### src/rtl/video_timing_pkg.sv
// Shared constants and helpers for the video timing generator.
//   - Default raster timing (pixels, lines, blanking and sync windows)
//   - Sync adjustment widths and range limits
//   - Modulo window helpers used by the sync decoders
package video_timing_pkg;

  localparam int unsigned CNT_W   = 9;
  localparam int unsigned H_ADJ_W = 4;
  localparam int unsigned V_ADJ_W = 3;

  localparam int H_ADJ_MIN = -8;
  localparam int H_ADJ_MAX = 7;
  localparam int V_ADJ_MIN = -4;
  localparam int V_ADJ_MAX = 3;

  localparam int unsigned DEF_CLK_DIV  = 7;
  localparam int unsigned DEF_H_TOTAL  = 384;
  localparam int unsigned DEF_H_BEND   = 17;
  localparam int unsigned DEF_H_BSTART = 256;
  localparam int unsigned DEF_HS_START = 309;
  localparam int unsigned DEF_HS_END   = 341;
  localparam int unsigned DEF_V_TOTAL  = 263;
  localparam int unsigned DEF_V_BEND   = 9;
  localparam int unsigned DEF_V_BSTART = 248;
  localparam int unsigned DEF_VS_START = 250;
  localparam int unsigned DEF_VS_END   = 253;

  // Blanking (active high) and sync (active low) flags, registered together.
  typedef struct packed {
    logic hb;
    logic vb;
    logic hs;
    logic vs;
  } sync_t;

  localparam sync_t SYNC_IDLE = '{hb: 1'b1, vb: 1'b1, hs: 1'b1, vs: 1'b1};

  // base+adj folded into [0, total); adj magnitude is always below total.
  function automatic logic [CNT_W-1:0] wrap_pos(input int base, input int adj, input int total);
    int v;
    v = base + adj;
    if (v < 0) v = v + total;
    else if (v >= total) v = v - total;
    return CNT_W'(v);
  endfunction

  // Half-open window [lo, hi) that may straddle the wrap point.
  function automatic logic in_window(input logic [CNT_W-1:0] pos,
                                     input logic [CNT_W-1:0] lo,
                                     input logic [CNT_W-1:0] hi);
    if (lo <= hi) return (pos >= lo) && (pos < hi);
    return (pos >= lo) || (pos < hi);
  endfunction

endpackage

### src/rtl/pix_clk_en.sv
// Pixel clock-enable divider.
//   clk_sys  : system clock
//   reset_n  : asynchronous active-low reset
//   ce_pix   : registered one-cycle enable, every CLK_DIV cycles
//   tick_c   : combinational early copy of ce_pix (high the cycle before)
module pix_clk_en #(
  parameter int unsigned CLK_DIV = 7
) (
  input  logic clk_sys,
  input  logic reset_n,
  output logic ce_pix,
  output logic tick_c
);

  localparam int unsigned       DIV_W    = 4;
  localparam logic [DIV_W-1:0]  DIV_LAST = DIV_W'(CLK_DIV - 1);

  if (CLK_DIV < 2 || CLK_DIV > 15) begin : g_bad_div
    $fatal(1, "pix_clk_en: CLK_DIV must be 2..15");
  end

  logic [DIV_W-1:0] div_q;

  assign tick_c = (div_q == DIV_LAST);

  // Free-running divider; first enable lands CLK_DIV cycles after reset.
  always_ff @(posedge clk_sys or negedge reset_n) begin
    if (!reset_n) begin
      div_q  <= '0;
      ce_pix <= 1'b0;
    end else begin
      ce_pix <= tick_c;
      div_q  <= tick_c ? '0 : div_q + DIV_W'(1);
    end
  end

endmodule

### src/rtl/video_timing_gen.sv
// Raster timing generator: pixel/line counters, blanking, sync and
// frame pulses, with per-frame horizontal/vertical sync adjustment.
//   clk_sys, reset_n        : clock, asynchronous active-low reset
//   h_adj, v_adj            : signed sync shifts, latched at frame wrap
//   ce_pix                  : pixel enable
//   hcount, vcount          : pixel and line position
//   hb, vb / hs, vs         : blanking (active high) / sync (active low)
//   field                   : interlaced field (0 even, 1 odd)
//   line_start, frame_start : pulses on the ce_pix cycle a line/frame begins
module video_timing_gen
  import video_timing_pkg::*;
#(
  parameter int unsigned CLK_DIV   = DEF_CLK_DIV,
  parameter int unsigned H_TOTAL   = DEF_H_TOTAL,
  parameter int unsigned H_BEND    = DEF_H_BEND,
  parameter int unsigned H_BSTART  = DEF_H_BSTART,
  parameter int unsigned HS_START  = DEF_HS_START,
  parameter int unsigned HS_END    = DEF_HS_END,
  parameter int unsigned V_TOTAL   = DEF_V_TOTAL,
  parameter int unsigned V_BEND    = DEF_V_BEND,
  parameter int unsigned V_BSTART  = DEF_V_BSTART,
  parameter int unsigned VS_START  = DEF_VS_START,
  parameter int unsigned VS_END    = DEF_VS_END,
  parameter int unsigned INTERLACE = 0
) (
  input  logic                      clk_sys,
  input  logic                      reset_n,
  input  logic signed [H_ADJ_W-1:0] h_adj,
  input  logic signed [V_ADJ_W-1:0] v_adj,
  output logic                      ce_pix,
  output logic [CNT_W-1:0]          hcount,
  output logic [CNT_W-1:0]          vcount,
  output logic                      hb,
  output logic                      vb,
  output logic                      hs,
  output logic                      vs,
  output logic                      field,
  output logic                      line_start,
  output logic                      frame_start
);

  localparam logic [CNT_W-1:0] H_LAST = CNT_W'(H_TOTAL - 1);

  if (!(H_BEND < H_BSTART && H_BSTART <= H_TOTAL) ||
      (int'(HS_END) - int'(HS_START) >= int'(H_TOTAL)) ||
      H_TOTAL > 512 || V_TOTAL > 511 ||
      !(V_BEND < V_BSTART && V_BSTART <= V_TOTAL) ||
      (int'(VS_END) - int'(VS_START) >= int'(V_TOTAL))) begin : g_bad_params
    $fatal(1, "video_timing_gen: inconsistent timing parameters");
  end

  logic                      tick_c;
  logic                      h_wrap_c;
  logic                      v_wrap_c;
  logic                      field_nxt_c;
  logic [CNT_W-1:0]          h_nxt_c;
  logic [CNT_W-1:0]          v_nxt_c;
  logic [CNT_W-1:0]          v_last_c;
  logic signed [H_ADJ_W-1:0] h_adj_q;
  logic signed [H_ADJ_W-1:0] h_adj_nxt_c;
  logic signed [V_ADJ_W-1:0] v_adj_q;
  logic signed [V_ADJ_W-1:0] v_adj_nxt_c;
  logic [CNT_W-1:0]          hs_lo_c;
  logic [CNT_W-1:0]          hs_hi_c;
  logic [CNT_W-1:0]          vs_lo_c;
  logic [CNT_W-1:0]          vs_hi_c;
  sync_t                     sync_q;
  sync_t                     sync_nxt_c;

  pix_clk_en #(.CLK_DIV(CLK_DIV)) u_pix_clk_en (
    .clk_sys (clk_sys),
    .reset_n (reset_n),
    .ce_pix  (ce_pix),
    .tick_c  (tick_c)
  );

  // Counter advance; counts update on the same edge ce_pix rises.
  always_comb begin
    h_wrap_c    = (hcount == H_LAST);
    h_nxt_c     = h_wrap_c ? '0 : hcount + CNT_W'(1);
    v_last_c    = (INTERLACE != 0 && field) ? CNT_W'(V_TOTAL) : CNT_W'(V_TOTAL - 1);
    v_wrap_c    = h_wrap_c && (vcount == v_last_c);
    v_nxt_c     = vcount;
    if (h_wrap_c) v_nxt_c = v_wrap_c ? '0 : vcount + CNT_W'(1);
    field_nxt_c = field ^ (v_wrap_c && INTERLACE != 0);
    // The new frame already decodes with the freshly latched adjustment.
    h_adj_nxt_c = v_wrap_c ? h_adj : h_adj_q;
    v_adj_nxt_c = v_wrap_c ? v_adj : v_adj_q;
  end

  // Blanking/sync decode from the next counts so all outputs stay aligned.
  always_comb begin
    hs_lo_c       = wrap_pos(int'(HS_START), int'(h_adj_nxt_c), int'(H_TOTAL));
    hs_hi_c       = wrap_pos(int'(HS_END),   int'(h_adj_nxt_c), int'(H_TOTAL));
    vs_lo_c       = wrap_pos(int'(VS_START), int'(v_adj_nxt_c), int'(V_TOTAL));
    vs_hi_c       = wrap_pos(int'(VS_END),   int'(v_adj_nxt_c), int'(V_TOTAL));
    sync_nxt_c    = SYNC_IDLE;
    sync_nxt_c.hb = !(int'(h_nxt_c) >= int'(H_BEND) && int'(h_nxt_c) < int'(H_BSTART));
    sync_nxt_c.vb = !(int'(v_nxt_c) >= int'(V_BEND) && int'(v_nxt_c) < int'(V_BSTART));
    sync_nxt_c.hs = !in_window(h_nxt_c, hs_lo_c, hs_hi_c);
    sync_nxt_c.vs = !in_window(v_nxt_c, vs_lo_c, vs_hi_c);
  end

  // Timing state; pulses clear on every non-pixel cycle.
  always_ff @(posedge clk_sys or negedge reset_n) begin
    if (!reset_n) begin
      hcount      <= '0;
      vcount      <= '0;
      field       <= 1'b0;
      h_adj_q     <= '0;
      v_adj_q     <= '0;
      sync_q      <= SYNC_IDLE;
      line_start  <= 1'b0;
      frame_start <= 1'b0;
    end else begin
      line_start  <= 1'b0;
      frame_start <= 1'b0;
      if (tick_c) begin
        hcount      <= h_nxt_c;
        vcount      <= v_nxt_c;
        field       <= field_nxt_c;
        h_adj_q     <= h_adj_nxt_c;
        v_adj_q     <= v_adj_nxt_c;
        sync_q      <= sync_nxt_c;
        line_start  <= h_wrap_c;
        frame_start <= v_wrap_c;
      end
    end
  end

  assign hb = sync_q.hb;
  assign vb = sync_q.vb;
  assign hs = sync_q.hs;
  assign vs = sync_q.vs;

endmodule
### config.mk
export PLATFORM = sky130hd
export DESIGN_NAME = video_timing_gen
export DESIGN_NICKNAME = d
export VERILOG_FILES = /design/src/rtl/video_timing_pkg.sv /design/src/rtl/pix_clk_en.sv /design/src/rtl/video_timing_gen.sv
export SDC_FILE = /design/constraint.sdc
export NUM_CORES = 1
export LEC_CHECK = 0
export ABC_CLOCK_PERIOD_IN_PS = 12400
export BUFFER_PORTS_ARGS = -buffer_cell sky130_fd_sc_hd__buf_2
export CAP_MARGIN = 10
export CORE_MARGIN = 2
export CORE_UTILIZATION = 40
export CTS_CLUSTER_SIZE = 40
export DETAILED_ROUTE_END_ITERATION = 8
export SYNTH_ARGS = -nofsm -noshare
export SYNTH_HDL_FRONTEND = slang
export SYNTH_SLANG_ARGS = --single-unit
### constraint.sdc
create_clock -name clk_sys -period 12.4 [get_ports clk_sys]
set_input_delay 2.48 -clock clk_sys [delete_from_list [all_inputs] [get_ports clk_sys]]
set_output_delay 2.48 -clock clk_sys [all_outputs]
set_load 0.01 [all_outputs]
==> impl_metrics.py, run 1 <==
metrics = {
    "place": {
        "io_buffers": 33,
        "post-place-cells": 458,
        "dp_slack_ns": 6.81,
        "globalplace.congestion": 0.873,
        "dp_hpwl_um": 5410,
    },
    "synthesis": {
        "synthFlopType": "dfrtp_1",
        "ys_seq_area_share_pct": 29.6,
        "synth.avg_cell_area_um2": 8.94,
        "ys_seq_elements": 36,
        "synth_fa_ha_area_share_pct": 12.7,
        "syn_inst": 342,
        "synth_xor_area_share_pct": 6.01,
        "ys_top_cells_by_area": "dfrtp_1 (26%), ha_1 (13%), nand2_1 (5.2%)",
        "synthMuxAreaShare_pct": 7.03,
        "synth_top_family_by_area": "simple AND/OR/NAND/NOR gates",
        "synth.distinct_cells": 66,
        "netlist.area_leader.share_pct": 26.2,
        "yosysWarnings": 0,
        "yosys.area.top_type": "dfrtp_1",
        "syn_area_mm2": 0.00306,
        "synth_nets": 382,
        "synth_simple_gate_area_share_pct": 22.2,
        "synth_compound_gate_area_share_pct": 17.5,
        "synth_edf_count": 0,
        "synthArstFlopShare_pct": 100,
    },
    "power": {
        "ir_drop_v": 0.0000374,
        "leakagePower_nw": 1.63,
        "power_density_mw_per_mm2": 64.3,
    },
    "die": {
        "die_x_um": 91.5,
        "die_y_um": 91.5,
        "design.die.area_mm2": 0.00836,
        "initial_utilization_pct": 41.7,
        "core_mm2": 0.00733,
        "ioPinCount": 35,
        "rows": 31,
    },
    "sta": {
        "worst_slack_ns": 7.11,
        "slew_violations": 0,
        "clock.fmax_mhz": 189,
        "tightest_slew_ns": 0.815,
        "fin_skew_ns": 0.0119,
        "setup_tns_ns": 0,
        "rsz0062_at_grt": "false",
        "maxSlewHeadroom_pct": 45.6,
        "fin_crit_ns": 5.29,
        "setup_violations": 0,
        "fin_crit_sh_pct": 42.7,
        "hold_viol_final": 0,
    },
    "clock_tree": {
        "cts_resized": 0,
        "numCtsBuffers": 5,
        "root_buffer": "clkbuf_8",
        "cts_hold_buf": 0,
        "htreeDepth": 2,
        "clk_latency_ns": 0.29,
        "cts_setup_buffers": 0,
        "cts_tree": "done",
        "path_clk_slew_ns": 0.08,
        "clkSinkCount": 36,
        "clockBufferDepth": 2,
    },
    "grt": {
        "antenna_found_initial": 0,
        "grt_max_degree": 37,
        "use_met2_pct": 29.8,
        "grtUsageTotal_pct": 17.7,
        "grt_pass1_vias": 2470,
        "grt-ovfl-total": 0,
        "grt_pass1_wl_um": 12100,
        "use_met3_pct": 3.24,
        "busiest_layer": "met2",
        "grt_util_met1_pct": 23.9,
    },
    "layout": {
        "layout_common_cells": "nand2_1 (42), buf_2 (33), dfrtp_1 (32), ha_1 (31), nor2_1 (29)",
        "mostFrequentLayoutCell": "nand2_1",
        "fillers": 742,
        "instances_no_fill": 466,
        "nNetsFinal": 406,
        "antenna_cells": 0,
        "drive_gt1_share_pct": 18.0,
        "final_util_pct": 45.9,
        "area_growth_syn_to_layout_pct": 9.94,
    },
    "job": {
        "drv_cap": 0,
    },
    "drt": {
        "finalWirelength_um": 7140,
        "ant_nets": 0,
        "via_count": 2546,
        "dr.first_iter.drc_count": 121,
        "viasPerCell": 5.46,
        "drt_pre_antenna_iters": 4,
        "drc": 0,
        "wire_per_inst_um": 15.3,
    },
    "worst_setup_path": {
        "path_max_fanout": 13,
        "cp.required_ns": 12.61,
        "crit_path_start_kind": "primary input",
        "cp.arrival_ns": 5.50,
        "critical_path_class": "primary input to flop",
        "cp-end-kind": "flop",
    },
    "worst_hold_path": {
        "hold_class": "flop to flop",
    },
    "run_status": {
        "status": "completed",
    },
}
cell usage after synthesis, types with 3 or more instances:
library cell	instances
clkbuf_1	6
a21o_1	5
nand2_1	42
buf_2	4
or3_1	4
inv_1	16
a21oi_1	13
o211ai_1	3
xor2_1	11
a31oi_1	5
nor2_1	29
a211oi_1	3
dfrtp_1	32
o21a_1	5
mux2i_1	6
nand2b_1	3
and2_1	3
ha_1	31
nand4_1	4
nand3_1	14
xnor2_1	10
dfstp_2	4
mux2_2	8
o21ai_0	17
and4_1	3
nand3b_1	5
stage by stage:
step / instance area (um2) / total power, mW / hold WS [ns]
floorplan: 3060 / 0.121 / 0.461
global placement: 3260 / 0.125 / 0.455
detailed placement: 3260 / 0.125 / 0.457
CTS: 3360 / 0.220 / 0.466
global route: 3360 / 0.227 / 0.489
finish: 3360 / 0.216 / 0.463
flip-flops by register name, summed over array words and instances (netlist names):
register,flops
frame_start,1
u_pix_clk_en.div_q,4
h_adj_q,4
vs,1
vcount,9
u_pix_clk_en.ce_pix,1
vb,1
v_adj_q,3
hb,1
hcount,9
line_start,1
hs,1
cell type report:
cell class	count	area (um2)	share of cell area (%)
multi-input cells	273	2000	59.6
flip-flops and latches	36	906	26.9
repair buffers	33	165	4.91
well taps	99	124	3.68
clock buffers	8	100	2.98
inverters	17	63.8	1.90
path summary, 6_finish.rpt:
kind                           start    endpoint  slack [ns]  cells past startpoint
setup / recovery            v_adj[0]          vs        7.11                     14
hold / removal                    vb          vb        0.46                      2
setup reg to reg           hcount[0]          vs        7.84                     16
hold reg to reg                   vb          vb        0.46                      2
max in group asynchronous    reset_n  v_adj_q[2]        9.60                      1
min in group asynchronous    reset_n   vcount[8]        2.28                      1
layer usage:
metal | routed length [um] | up-vias | share of wire (%)
li1 | - | 1280 | -
met1 | 3490 | 1227 | 49
met2 | 3400 | 34 | 48
met3 | 213 | 5 | 3.0
met4 | 36 | 0 | 0.50
met5 | 0 | - | 0
report_power, final:
group	switching, mW	leakage [nW]	internal (mW)	total [mW]
clock	0.0431	0.0515	0.0508	0.0939
combinational	0.00350	1.11	0.00132	0.00482
sequential	0	0.470	0.117	0.117
total	0.0466	1.63	0.169	0.216
critical path: stages:
cell	delay (ns)
buf_2	0.13
mux2i_1	0.31
inv_1	0.14
ha_1	0.23
ha_1	0.37
a32o_1	0.30
a21oi_1	0.21
ha_1	0.26
and4b_1	0.22
and3_1	0.19
a311oi_1	0.36
a2111oi_4	0.08
nand4_1	0.12
o211ai_1	0.10
cells by family after synthesis:
| kind of cell | count (synthesis) |
|---|---|
| AND/OR/NAND/NOR | 128 |
| AO/OA/AOI/OAI | 74 |
| flip-flops | 36 |
| buffers and inverters | 33 |
| adder cells (fa/ha/maj) | 31 |
| XOR/XNOR | 21 |
| multiplexers | 18 |
| other | 1 |
Note: power is estimated with default switching activity, not from simulation.
==> run 2: changes to the inputs <==
--- a/config.mk
+++ b/config.mk
@@ -5,7 +5,7 @@
 export SDC_FILE = /design/constraint.sdc
 export NUM_CORES = 1
 export LEC_CHECK = 0
-export ABC_CLOCK_PERIOD_IN_PS = 12400
+export ABC_CLOCK_PERIOD_IN_PS = 4900
 export BUFFER_PORTS_ARGS = -buffer_cell sky130_fd_sc_hd__buf_2
 export CAP_MARGIN = 10
 export CORE_MARGIN = 2
==> constraint.sdc (replaced) <==
create_clock -name clk_sys -period 4.9 [get_ports clk_sys]
set_input_delay 0.98 -clock clk_sys [delete_from_list [all_inputs] [get_ports clk_sys]]
set_output_delay 0.98 -clock clk_sys [all_outputs]
set_load 0.01 [all_outputs]
==> run 2 against run 1 <==
Net effect:
- combinational power grew to 2.6 times the previous value
- global-route usage rose by 0.57 points
- hold slack barely moved
- count of clock-buffer cells in the layout fell by 3
- cell count is 0.64% higher
- utilization increased by 0.51 points
- die area unchanged
- worst setup slack lost 6.7 ns
- clock skew is 0.0065 ns lower
- non-clock buffer count rose by 3
- critical path type is now flop to flop
- highest routed layer unchanged
==> impl_metrics.py, run 2 (synthesized netlist as in run 1, its figures left out) <==
metrics = {
    "grt": {
        "grt_max_degree": 37,
        "grt-ovfl-total": 0,
        "grt_pass1_wl_um": 12200,
        "grt_util_met1_pct": 23.8,
        "busiest_layer": "met2",
        "grt_pass1_vias": 2501,
        "use_met3_pct": 4.15,
        "antenna_found_initial": 0,
        "use_met2_pct": 30.1,
        "grtUsageTotal_pct": 18.3,
    },
    "layout": {
        "antenna_cells": 0,
        "final_util_pct": 46.4,
        "mostFrequentLayoutCell": "nand2_1",
        "reg_top3": "hcount: 9 flops, vcount: 9 flops",
        "instances_no_fill": 469,
        "fillers": 705,
        "drive_gt1_share_pct": 19.2,
        "area_growth_syn_to_layout_pct": 11.2,
        "fin_area_mm2": 0.00340,
        "layout_common_cells": "nand2_1 (42), buf_2 (33), dfrtp_1 (32), ha_1 (31), nor2_1 (29)",
        "nNetsFinal": 409,
    },
    "sta": {
        "slew_violations": 0,
        "setup_tns_ns": 0,
        "fin_crit_ns": 4.47,
        "tightest_slew_ns": 0.826,
        "fin_crit_sh_pct": 91.3,
        "clock.fmax_mhz": 224,
        "fin_skew_ns": 0.00541,
        "hold_viol_final": 0,
        "maxSlewHeadroom_pct": 44.9,
        "rsz0062_at_grt": "false",
        "setup_violations": 0,
    },
    "power": {
        "leakagePower_nw": 1.65,
        "ir_drop_v": 0.000110,
        "power_density_mw_per_mm2": 169,
        "finalPower_mw": 0.576,
    },
    "worst_hold_path": {
        "min-delay-start": "vb",
        "hold_end": "vb",
        "hold-path-cell-count": 2,
        "hold_class": "flop to flop",
    },
    "clock_tree": {
        "clkSinkCount": 36,
        "clockBufferDepth": 2,
        "clk_latency_ns": 0.29,
        "cts_hold_buf": 0,
        "cts_tree": "done",
        "numCtsBuffers": 5,
        "root_buffer": "clkbuf_8",
        "path_clk_slew_ns": 0.08,
        "htreeDepth": 2,
    },
    "drt": {
        "viasPerCell": 5.50,
        "via_count": 2578,
        "dr.first_iter.drc_count": 93,
        "wire_per_inst_um": 15.6,
        "drc": 0,
        "finalWirelength_um": 7320,
        "ant_nets": 0,
        "drt_pre_antenna_iters": 4,
    },
    "worst_setup_path": {
        "r2r_slack_ns": 0.43,
        "cp.required_ns": 5.12,
        "cp-end-kind": "flop",
        "cp.arrival_ns": 4.69,
        "path_max_fanout": 13,
        "critical_path_class": "flop to flop",
        "startpoint": "hcount[0]",
        "reg2reg_from": "hcount[0]",
        "ff2ff_path_depth": 16,
        "crit_path_start_kind": "flop",
        "timing.rr.end": "vs",
    },
    "die": {
        "ioPinCount": 35,
        "core_mm2": 0.00733,
        "design.die.area_mm2": 0.00836,
        "die_y_um": 91.5,
        "rows": 31,
        "initial_utilization_pct": 41.7,
        "die_x_um": 91.5,
    },
    "place": {
        "io_buffers": 33,
        "globalplace.congestion": 0.934,
        "post-place-cells": 461,
        "dpl_cell_area_mm2": 0.00329,
        "dp_hpwl_um": 5600,
    },
    "run_status": {
        "status": "completed",
    },
    "job": {
        "drv_cap": 0,
    },
}
[run 2: final cells by class]
type / count / area (um2) / share of cell area [%]
multi-input cells: 273 / 2010 / 59.1
repair buffers: 36 / 188 / 5.52
flip-flops and latches: 36 / 906 / 26.6
well taps: 99 / 124 / 3.64
clock buffers: 5 / 68.8 / 2.02
clock inverters: 3 / 42.5 / 1.25
inverters: 17 / 63.8 / 1.88
[run 2: critical path, stage by stage, from the launching register on]
cell and delay, ns:
dfrtp_1 0.44, ha_1 0.30, and4b_1 0.31, and4_1 0.40, mux2i_2 0.36, inv_1 0.13, ha_1 0.22, ha_1 0.36
a32o_1 0.30, a21oi_1 0.23, ha_1 0.27, and4b_1 0.23, and3_1 0.20, a311oi_1 0.35, a2111oi_4 0.08, nand4_1 0.12
o211ai_1 0.09
[run 2: what timing repair did]
item,in CTS,in global routing
buffers inserted,0,0
endpoints found under the setup margin,0,1
gates resized for setup,0,1
[run 2: metal layers]
| layer | vias to the layer above | routed length [um] |
|---|---|---|
| met5 | - | 0 |
| met1 | 1221 | 3430 |
| met4 | 0 | 104 |
| li1 | 1291 | - |
| met2 | 55 | 3470 |
| met3 | 11 | 314 |
[run 2: how the worst max path moves through the flow]
| stage | endpoint | slack [ns] | cells past startpoint |
|---|---|---|---|
| after floorplan | vs | 0.83 | 18 |
| after global placement | vs | 0.59 | 16 |
| after detailed placement | vs | 0.42 | 16 |
| after CTS | vs | 0.39 | 16 |
| after global routing | vs | 0.07 | 16 |
| final | vs | 0.43 | 16 |
[run 2: metrics by stage]
step | setup WS, ns | hold WS, ns
after detailed placement | 0.417 | 0.458
after global placement | 0.590 | 0.453
after floorplan | 0.826 | 0.461
after CTS | 0.388 | 0.469
after global routing | 0.0658 | 0.491
final | 0.427 | 0.463
[run 2: report_power, final]
group	internal, mW	switching (mW)	total [mW]
Combinational	0.00334	0.00912	0.0125
Sequential	0.297	0	0.297
Clock	0.151	0.116	0.267
Total	0.451	0.125	0.576
==> run 3: changes to the inputs <==
--- a/config.mk
+++ b/config.mk
@@ -8,10 +8,13 @@
 export ABC_CLOCK_PERIOD_IN_PS = 4900
 export BUFFER_PORTS_ARGS = -buffer_cell sky130_fd_sc_hd__buf_2
 export CAP_MARGIN = 10
+export CELL_PAD_IN_SITES_DETAIL_PLACEMENT = 0
+export CELL_PAD_IN_SITES_GLOBAL_PLACEMENT = 1
 export CORE_MARGIN = 2
 export CORE_UTILIZATION = 40
 export CTS_CLUSTER_SIZE = 40
 export DETAILED_ROUTE_END_ITERATION = 8
+export PLACE_DENSITY_LB_ADDON = 0.1
 export SYNTH_ARGS = -nofsm -noshare
 export SYNTH_HDL_FRONTEND = slang
 export SYNTH_SLANG_ARGS = --single-unit
==> run 3 against run 2 <==
Net effect:
- fmax decreased by 1.3%
- register-to-register slack got worse by 0.06 ns
- highest routed layer unchanged
- sequential share of layout area increased by 0.088 points
- sequential cell count unchanged
- sequential power about the same
- hold slack improved by 0.012 ns
- largest cell class unchanged
- via count decreased by 0.81%
- first-iteration DRC count decreased by 1.1%
- critical path type unchanged
- count of clock-buffer cells in the layout increased by 1
- largest power group unchanged
- wire length increased by 2.6%
==> impl_metrics.py, run 3 (synthesized netlist as in run 1, its figures left out) <==
metrics = {
    "place": {
        "globalplace.congestion": 0.843,
        "dpl_cell_area_mm2": 0.00329,
        "io_buffers": 33,
        "dp_hpwl_um": 5660,
    },
    "layout": {
        "layout_common_cells": "nand2_1 (42), buf_2 (33), dfrtp_1 (32), ha_1 (31), nor2_1 (29)",
        "reg_top3": "hcount: 9 flops, vcount: 9 flops",
        "fin_area_mm2": 0.00339,
        "nNetsFinal": 410,
        "antenna_cells": 0,
        "drive_gt1_share_pct": 19.1,
        "mostFrequentLayoutCell": "nand2_1",
        "fillers": 732,
        "area_growth_syn_to_layout_pct": 10.8,
    },
    "worst_setup_path": {
        "critical-path-slowest-cell": "dfrtp_1",
        "crit_family": "simple AND/OR/NAND/NOR gates",
        "crit_path_start_kind": "flop",
        "crit_chain": "ha_1, and4b_1, and4_1, mux2i_1, inv_1, ha_1, ha_1, a32o_1, a21oi_1, ha_1, and4b_1, and3_1, a311oi_1, a2111oi_4, nand4_1, o211ai_1",
        "cp.arrival_ns": 4.75,
        "cp_num_buf_inv": 1,
        "path_max_fanout": 13,
        "cp-end-kind": "flop",
        "slowest_delay_ns": 0.44,
        "cp.required_ns": 5.12,
        "crit_top_cell": "ha_1",
        "critical_path_class": "flop to flop",
    },
    "grt": {
        "grt_pass1_vias": 2531,
        "antenna_found_initial": 0,
        "grt_max_degree": 37,
        "grtUsageTotal_pct": 18.8,
        "grt_pass1_wl_um": 12600,
        "grt-ovfl-total": 0,
    },
    "power": {
        "power_density_mw_per_mm2": 161,
        "leakagePower_nw": 1.65,
        "ir_drop_v": 0.0000948,
        "finalPower_mw": 0.546,
    },
    "clock_tree": {
        "clkSinkCount": 36,
        "path_clk_slew_ns": 0.09,
        "cts_tree": "done",
        "clockBufferDepth": 2,
        "cts_setup_buffers": 0,
        "root_buffer": "clkbuf_8",
        "cts_resized": 0,
        "htreeDepth": 2,
        "clk_latency_ns": 0.29,
        "numCtsBuffers": 5,
        "cts_hold_buf": 0,
    },
    "die": {
        "die_x_um": 91.5,
        "initial_utilization_pct": 41.7,
        "die_y_um": 91.5,
        "ioPinCount": 35,
        "rows": 31,
        "design.die.area_mm2": 0.00836,
        "core_mm2": 0.00733,
    },
    "sta": {
        "setup_violations": 0,
        "fin_skew_ns": 0.0122,
        "setup_tns_ns": 0,
        "clock.fmax_mhz": 221,
        "slew_violations": 0,
        "hold_viol_final": 0,
        "whs_ns": 0.475,
        "fin_crit_sh_pct": 92.5,
        "fin_crit_ns": 4.53,
        "rsz0062_at_grt": "false",
        "maxSlewHeadroom_pct": 43.4,
        "tightest_slew_ns": 0.849,
    },
    "drt": {
        "finalWirelength_um": 7510,
        "ant_nets": 0,
        "dr.first_iter.drc_count": 92,
        "drc": 0,
        "drt_pre_antenna_iters": 6,
        "viasPerCell": 5.44,
        "wire_per_inst_um": 16.0,
        "via_count": 2557,
    },
    "job": {
        "drv_cap": 0,
    },
    "worst_hold_path": {
        "hold_class": "flop to flop",
    },
    "run_status": {
        "status": "completed",
    },
}
[run 3: changes by cell type in the layout (fill, tap and decap cells not counted), sizes merged]
cell / delta
clkinvlp: -1
clkbuf: +1
bufinv: -1
buf: +1
inv: +1
[run 3: layer usage]
| layer | GRT usage [%] | wire length [um] | vias up |
|---|---|---|---|
| met3 | 3.07 | 220 | 8 |
| met4 | 5.05 | 101 | 0 |
| met2 | 31.4 | 3630 | 41 |
| met5 | 0 | 0 | - |
| li1 | - | - | 1285 |
| met1 | 25.1 | 3560 | 1223 |
[run 3: area by class of cell]
type,instances,area (um2),share of cell area [%]
clock buffer,6,82.6,2.44
clock inverter,2,13.8,0.406
inverter,17,63.8,1.88
multi-input combinational,273,2000,59.1
sequential,36,906,26.7
tap,99,124,3.65
timing repair buffer,37,195,5.76
[run 3: power breakdown]
part / switching, mW / total [mW] / internal, mW
clock network: 0.121 / 0.237 / 0.115
logic: 0.00911 / 0.0124 / 0.00333
registers: 0 / 0.297 / 0.297
[run 3: final timing paths]
check	from	end	slack (ns)	cells past startpoint
max	hcount[1]	vs	0.37	16
min	vb	vb	0.47	2
max reg2reg	hcount[1]	vs	0.37	16
min reg2reg	vb	vb	0.47	2
max in group asynchronous	reset_n	v_adj_q[0]	3.57	1
min in group asynchronous	reset_n	vcount[0]	0.79	1
[run 3: metrics by stage]
step,util (%),setup WS (ns),std cells
after floorplan,-,0.826,342
after global placement,44.9,0.490,462
after detailed placement,44.9,0.404,462
after CTS,46.2,0.369,470
after global routing,46.2,0.0593,470
final,46.2,0.367,470
[run 3: worst reg2reg max path, cell delays in order, from the launching register on]
cell       delay, ns
dfrtp_1         0.44
ha_1            0.31
and4b_1         0.33
and4_1          0.39
mux2i_1         0.38
inv_1           0.14
ha_1            0.22
ha_1            0.36
a32o_1          0.31
a21oi_1         0.23
ha_1            0.27
and4b_1         0.23
and3_1          0.20
a311oi_1        0.37
a2111oi_4       0.08
nand4_1         0.12
o211ai_1        0.09
